File: config.mk
export PLATFORM = sky130hd
export DESIGN_NAME = network_driver
export DESIGN_NICKNAME = d
export VERILOG_FILES = /design/src/rtl/network_driver.sv
export SDC_FILE = /design/constraint.sdc
export NUM_CORES = 2
export LEC_CHECK = 0
export ABC_AREA = 0
export ABC_CLOCK_PERIOD_IN_PS = 2800
export CORE_AREA = 2 2 473 475
export CTS_BUF_LIST = sky130_fd_sc_hd__clkbuf_16
export CTS_CLUSTER_SIZE = 16
export DETAILED_ROUTE_END_ITERATION = 10
export DIE_AREA = 0 0 475 477
export PLACE_DENSITY = 0.4
export SYNTH_ARGS = -nofsm -noshare
export SYNTH_HDL_FRONTEND = slang
export SYNTH_SLANG_ARGS = --single-unit
File: constraint.sdc
create_clock -name clk -period 2.8 [get_ports clk]
set_input_delay 0.56 -clock clk [delete_from_list [all_inputs] [get_ports clk]]
set_output_delay 0.56 -clock clk [all_outputs]
set_load 0.03 [all_outputs]
File: src/rtl/network_driver.sv
// network_driver: collects serial samples, fires a parallel inference, captures result or timeout.
module network_driver #(
  parameter int DATA_W  = 100,
  parameter int N_IN    = 9,
  parameter int TIMEOUT = 1023
) (
  input  logic                     clk,
  input  logic                     rst,
  input  logic                     in_valid,
  output logic                     in_ready,
  input  logic signed [DATA_W-1:0] in_data,
  output logic signed [DATA_W-1:0] net_input_0,
  output logic signed [DATA_W-1:0] net_input_1,
  output logic signed [DATA_W-1:0] net_input_2,
  output logic signed [DATA_W-1:0] net_input_3,
  output logic signed [DATA_W-1:0] net_input_4,
  output logic signed [DATA_W-1:0] net_input_5,
  output logic signed [DATA_W-1:0] net_input_6,
  output logic signed [DATA_W-1:0] net_input_7,
  output logic signed [DATA_W-1:0] net_input_8,
  output logic                     net_start,
  input  logic                     net_end,
  input  logic signed [DATA_W-1:0] net_out,
  output logic                     res_valid,
  input  logic                     res_ready,
  output logic signed [DATA_W-1:0] res_data,
  output logic                     res_timeout,
  output logic                     busy
);
  localparam int TW = $clog2(TIMEOUT) + 1;
  typedef enum logic [1:0] {COLLECT, FIRE, WAIT, DONE} state_t;
  state_t                    state_q, state_d;
  logic [3:0]                cnt_q, cnt_d;
  logic [TW-1:0]             timer_q, timer_d;
  logic                      end_q;
  logic signed [DATA_W-1:0]  buffer_q [N_IN];
  logic signed [DATA_W-1:0]  buffer_d [N_IN];
  logic signed [DATA_W-1:0]  res_data_q, res_data_d;
  logic                      res_timeout_q, res_timeout_d;
  logic                      accept, last, end_rise, expired;
  assign accept   = in_valid && state_q == COLLECT;
  assign last     = cnt_q == 4'(N_IN - 1);
  // A level already high when WAIT begins is not a completion; only a fresh rise counts.
  assign end_rise = net_end && !end_q;
  assign expired  = timer_q == TW'(TIMEOUT - 1);
  always_comb begin
    state_d       = state_q;
    cnt_d         = cnt_q;
    timer_d       = timer_q;
    buffer_d      = buffer_q;
    res_data_d    = res_data_q;
    res_timeout_d = res_timeout_q;
    case (state_q)
      COLLECT: if (accept) begin
        for (int k = 0; k < N_IN; k++) if (cnt_q == 4'(k)) buffer_d[k] = in_data;
        cnt_d   = last ? 4'd0 : cnt_q + 4'd1;
        state_d = last ? FIRE : COLLECT;
      end
      FIRE: begin
        state_d = WAIT;
        timer_d = '0;
      end
      WAIT: begin
        state_d       = (end_rise || expired) ? DONE : WAIT;
        timer_d       = (end_rise || expired) ? timer_q : timer_q + 1'b1;
        res_data_d    = end_rise ? net_out : expired ? '0 : res_data_q;
        res_timeout_d = end_rise ? 1'b0 : expired ? 1'b1 : res_timeout_q;
      end
      default: state_d = res_ready ? COLLECT : DONE;
    endcase
  end
  always_ff @(posedge clk) begin
    if (rst) begin
      state_q       <= COLLECT;
      cnt_q         <= '0;
      timer_q       <= '0;
      end_q         <= 1'b0;
      buffer_q      <= '{default: '0};
      res_data_q    <= '0;
      res_timeout_q <= 1'b0;
    end else begin
      state_q       <= state_d;
      cnt_q         <= cnt_d;
      timer_q       <= timer_d;
      end_q         <= net_end;
      buffer_q      <= buffer_d;
      res_data_q    <= res_data_d;
      res_timeout_q <= res_timeout_d;
    end
  end
  assign in_ready    = state_q == COLLECT;
  assign net_start   = state_q == FIRE;
  assign busy        = state_q == FIRE || state_q == WAIT;
  assign res_valid   = state_q == DONE;
  assign res_data    = res_data_q;
  assign res_timeout = res_timeout_q;
  assign net_input_0 = buffer_q[0];
  assign net_input_1 = buffer_q[1];
  assign net_input_2 = buffer_q[2];
  assign net_input_3 = buffer_q[3];
  assign net_input_4 = buffer_q[4];
  assign net_input_5 = buffer_q[5];
  assign net_input_6 = buffer_q[6];
  assign net_input_7 = buffer_q[7];
  assign net_input_8 = buffer_q[8];
endmodule

==> results.py <==
metrics = {
    "layout": {
        "seq_area_um2": 20400,
        "areaGrowthSynthToFinish_pct": 57.1,
        "final_nets": 5649,
        "drive_above_1_share": 0.0657,
        "multi_input_area_um2": 13000,
        "fillCellCount": 24000,
    },
    "logic_synthesis": {
        "synth.most_common_cell": "nand2_1",
        "synth_cell_types": 43,
        "ys.flop_type": "dfxtp_1",
        "syn_nets": 4574,
        "ys_seq_elements": 1019,
        "async_reset_ff_frac": 0,
        "syn_inst": 4359,
        "yosysTopAreaCell": "dfxtp_1",
        "ys_warn_count": 0,
        "ys_seq_area_frac": 0.581,
        "ys_top_cells_by_area": "dfxtp_1, nand2_1, a21oi_1",
        "avgSynthCellArea_um2": 8.06,
        "synth-edff-count": 0,
        "synth_commonest_cells": "nand2_1, dfxtp_1, a21oi_1",
        "synth_top_area_frac": 0.581,
        "synth_area_um2": 35100,
    },
    "timing": {
        "min_period_over_period": 0.923,
        "report.final.slew_viol_count": 0,
        "fin_setup_tns_ns": 0,
        "holdWs_ns": 0.209,
        "max_clock_freq_mhz": 387,
        "skew_ns": 0.0356,
        "worstMarginPinSlew_ns": 0.853,
        "hold_violations": 0,
        "slew_headroom": 0.430,
        "layout_min_cycle_time_ns": 2.59,
        "setup_violations": 0,
        "rsz0062_at_grt": "false",
    },
    "floorplanning": {
        "core_area_um2": 221000,
        "die_area_um2": 227000,
        "io_pins": 1210,
        "die_w_um": 475,
        "die_h_um": 477,
        "initial_core_util": 0.159,
        "fp-row-count": 173,
    },
    "place": {
        "dp_hpwl_mm": 146,
        "gp_congestion": 0.813,
        "portBuffers": 1209,
    },
    "pwr": {
        "vdd_drop_max_mv": 0.540,
        "leakagePower_nw": 18.2,
        "power.density_nw_per_um2": 659,
    },
    "drt": {
        "viasPerCell": 4.04,
        "dr.pass1.iters": 5,
        "drtAntennaViolNets": 0,
        "drc": 0,
        "drt_wl_total_mm": 208,
        "dr.first_iter.drc_count": 2244,
        "wl_per_cell_um": 24.4,
        "detailroute.via_count": 34500,
    },
    "grt": {
        "grt_pass1_wl_mm": 281,
        "grt_max_degree": 144,
        "grtUsageTotal": 0.176,
        "antenna_found_initial": 20,
        "grt_overflow_total": 0,
        "grt_pass1_vias": 33000,
    },
    "setup_path": {
        "worstPathMaxFanout": 6,
        "critPathSlowestCell": "clkdlybuf4s15_2",
        "critical_path_class": "reg -> out",
        "cp_cell_sequence": "inv_1 > ha_1 > buf_4 > clkdlybuf4s15_2",
        "end_kind": "output pin",
        "worstPathArrival_ns": 2.03,
        "start_kind": "flop",
        "max_stage_delay_ns": 0.35,
        "required_ns": 2.24,
    },
    "cts": {
        "insertion_delay_ns": 0.77,
        "clkTransAtPathRegs_ns": 0.05,
        "clockRootBuffer": "clkbuf_16",
        "cts_tree": "yes",
        "cts.sinks": 1019,
        "clockBufferDepth": 3,
        "postCtsHoldBufs": 0,
        "cts_buffers": 132,
        "cts_max_level": 4,
    },
    "flow_run": {
        "drv_cap": 0,
    },
    "outcome": {
        "outcome": "completed",
    },
    "min_path": {
        "min_path_type": "in -> reg",
    },
}
## report_power, final
| part | switching, mW | leakage [nW] | total, mW | internal (mW) |
|---|---|---|---|---|
| clock | 7.15 | 2.12 | 16.3 | 9.17 |
| combinational | 3.22 | 7.86 | 4.83 | 1.61 |
| sequential | 0.257 | 8.23 | 15.2 | 15.0 |
## sequential cells by signal, indices dropped and copies added, names as in the netlist
register,cells
net_input_3,100
state_q,2
end_q,1
cnt_q,4
net_input_0,100
net_input_1,100
net_input_7,100
net_input_8,100
net_input_2,100
timer_q,11
net_input_5,100
res_data,100
res_timeout,1
net_input_4,100
net_input_6,100
## kinds of logic (layout without fill, tap and decap cells)
group                    after synthesis  count (layout)  share of synthesized area
AND/OR/NAND/NOR                     1867            1867                      0.204
multiplexers                           2               2                   0.000570
adder cells (fa/ha/maj)               10              10                    0.00356
XOR/XNOR                               2               2                   0.000499
AO/OA/AOI/OAI                       1029            1029                      0.159
flip-flops                          1019            1019                      0.581
other                                  0               9                          0
buffers and inverters                430            1608                     0.0517
## critical path, delay by kind of cell, from the launching register on
kind | cells | cell delay [ns]
fa+ha+maj | 1 | 0.28
buf+inv | 3 | 0.66
flops | 1 | 0.34
## layout by cell type (no fill, tap or decap), types with 2 or more instances in the layout
| cell | Yosys | layout |
|---|---|---|
| clkdlybuf4s50_1 | 0 | 1200 |
| clkinv_1 | 0 | 29 |
| or3_2 | 5 | 5 |
| nor2b_1 | 3 | 3 |
| clkinv_16 | 0 | 2 |
| o31ai_1 | 3 | 3 |
| ha_1 | 10 | 10 |
| nor2_1 | 4 | 3 |
| mux2i_1 | 2 | 2 |
| clkinvlp_4 | 0 | 3 |
| a211oi_1 | 3 | 3 |
| dfxtp_1 | 1019 | 1019 |
| bufinv_16 | 0 | 4 |
| inv_1 | 9 | 44 |
| inv_6 | 0 | 7 |
| clkinv_8 | 0 | 4 |
| nand2b_1 | 4 | 4 |
| buf_12 | 0 | 53 |
| nor3_2 | 1 | 2 |
| diode_2 | 0 | 9 |
| inv_16 | 0 | 3 |
| or4_2 | 2 | 2 |
| dlygate4sd2_1 | 0 | 2 |
| nand2_4 | 0 | 8 |
| a21oi_1 | 910 | 910 |
| or4_1 | 2 | 2 |
| clkinv_2 | 0 | 15 |
| buf_4 | 0 | 104 |
| a22o_1 | 100 | 100 |
| nor3_1 | 4 | 3 |
| o21ai_0 | 6 | 6 |
| clkbuf_16 | 0 | 135 |
| and2_4 | 0 | 8 |
| nand3_1 | 7 | 7 |
| nand2_1 | 1815 | 1807 |
## through the flow
| stage | total power, mW | area, um^2 | setup slack, ns | util | instances |
|---|---|---|---|---|---|
| after floorplan | 17.8 | 35100 | 0.813 | - | 4359 |
| after CTS | 37.1 | 55100 | 0.0138 | 0.249 | 8512 |
| after detailed placement | 20.5 | 51100 | 0.0897 | 0.231 | 8275 |
| after global placement | 20.4 | 51100 | 0.0891 | 0.231 | 8275 |
| after global routing | 37.8 | 55200 | 0.0134 | 0.249 | 8513 |
| final | 36.4 | 55200 | 0.215 | 0.249 | 8521 |
## metal layers
metal | vias up | global-route usage | part of all wire
met1 | 16600 | 0.211 | 0.41
met5 | - | 0 | 0.00026
met2 | 1345 | 0.284 | 0.46
met4 | 8 | 0.0644 | 0.037
met3 | 242 | 0.0677 | 0.095
li1 | 16300 | - | -
## area by class of cell
| type | instances | area share |
|---|---|---|
| Sequential cell | 1019 | 0.370 |
| Timing Repair Buffer | 1362 | 0.252 |
| Multi-Input combinational cell | 2910 | 0.236 |
| Tap cell | 2975 | 0.0675 |
| Clock buffer | 135 | 0.0612 |
| Clock inverter | 102 | 0.0128 |
| Inverter | 9 | 0.000612 |
| Antenna cell | 9 | 0.000408 |
## final timing paths
kind                   start         endpoint  slack, ns  cells past startpoint
max               state_q[1]         in_ready       0.21                      4
min                      rst  net_input_0[55]       0.21                      2
max reg2reg       state_q[0]  net_input_6[94]       0.44                      8
min reg2reg  net_input_6[17]  net_input_6[17]       0.45                      2
## repair_timing
action	CTS	global route
setup endpoints to repair	3	1
gates resized for setup	5	1
setup buffers	0	0
Power figures use the tool's default switching activity.
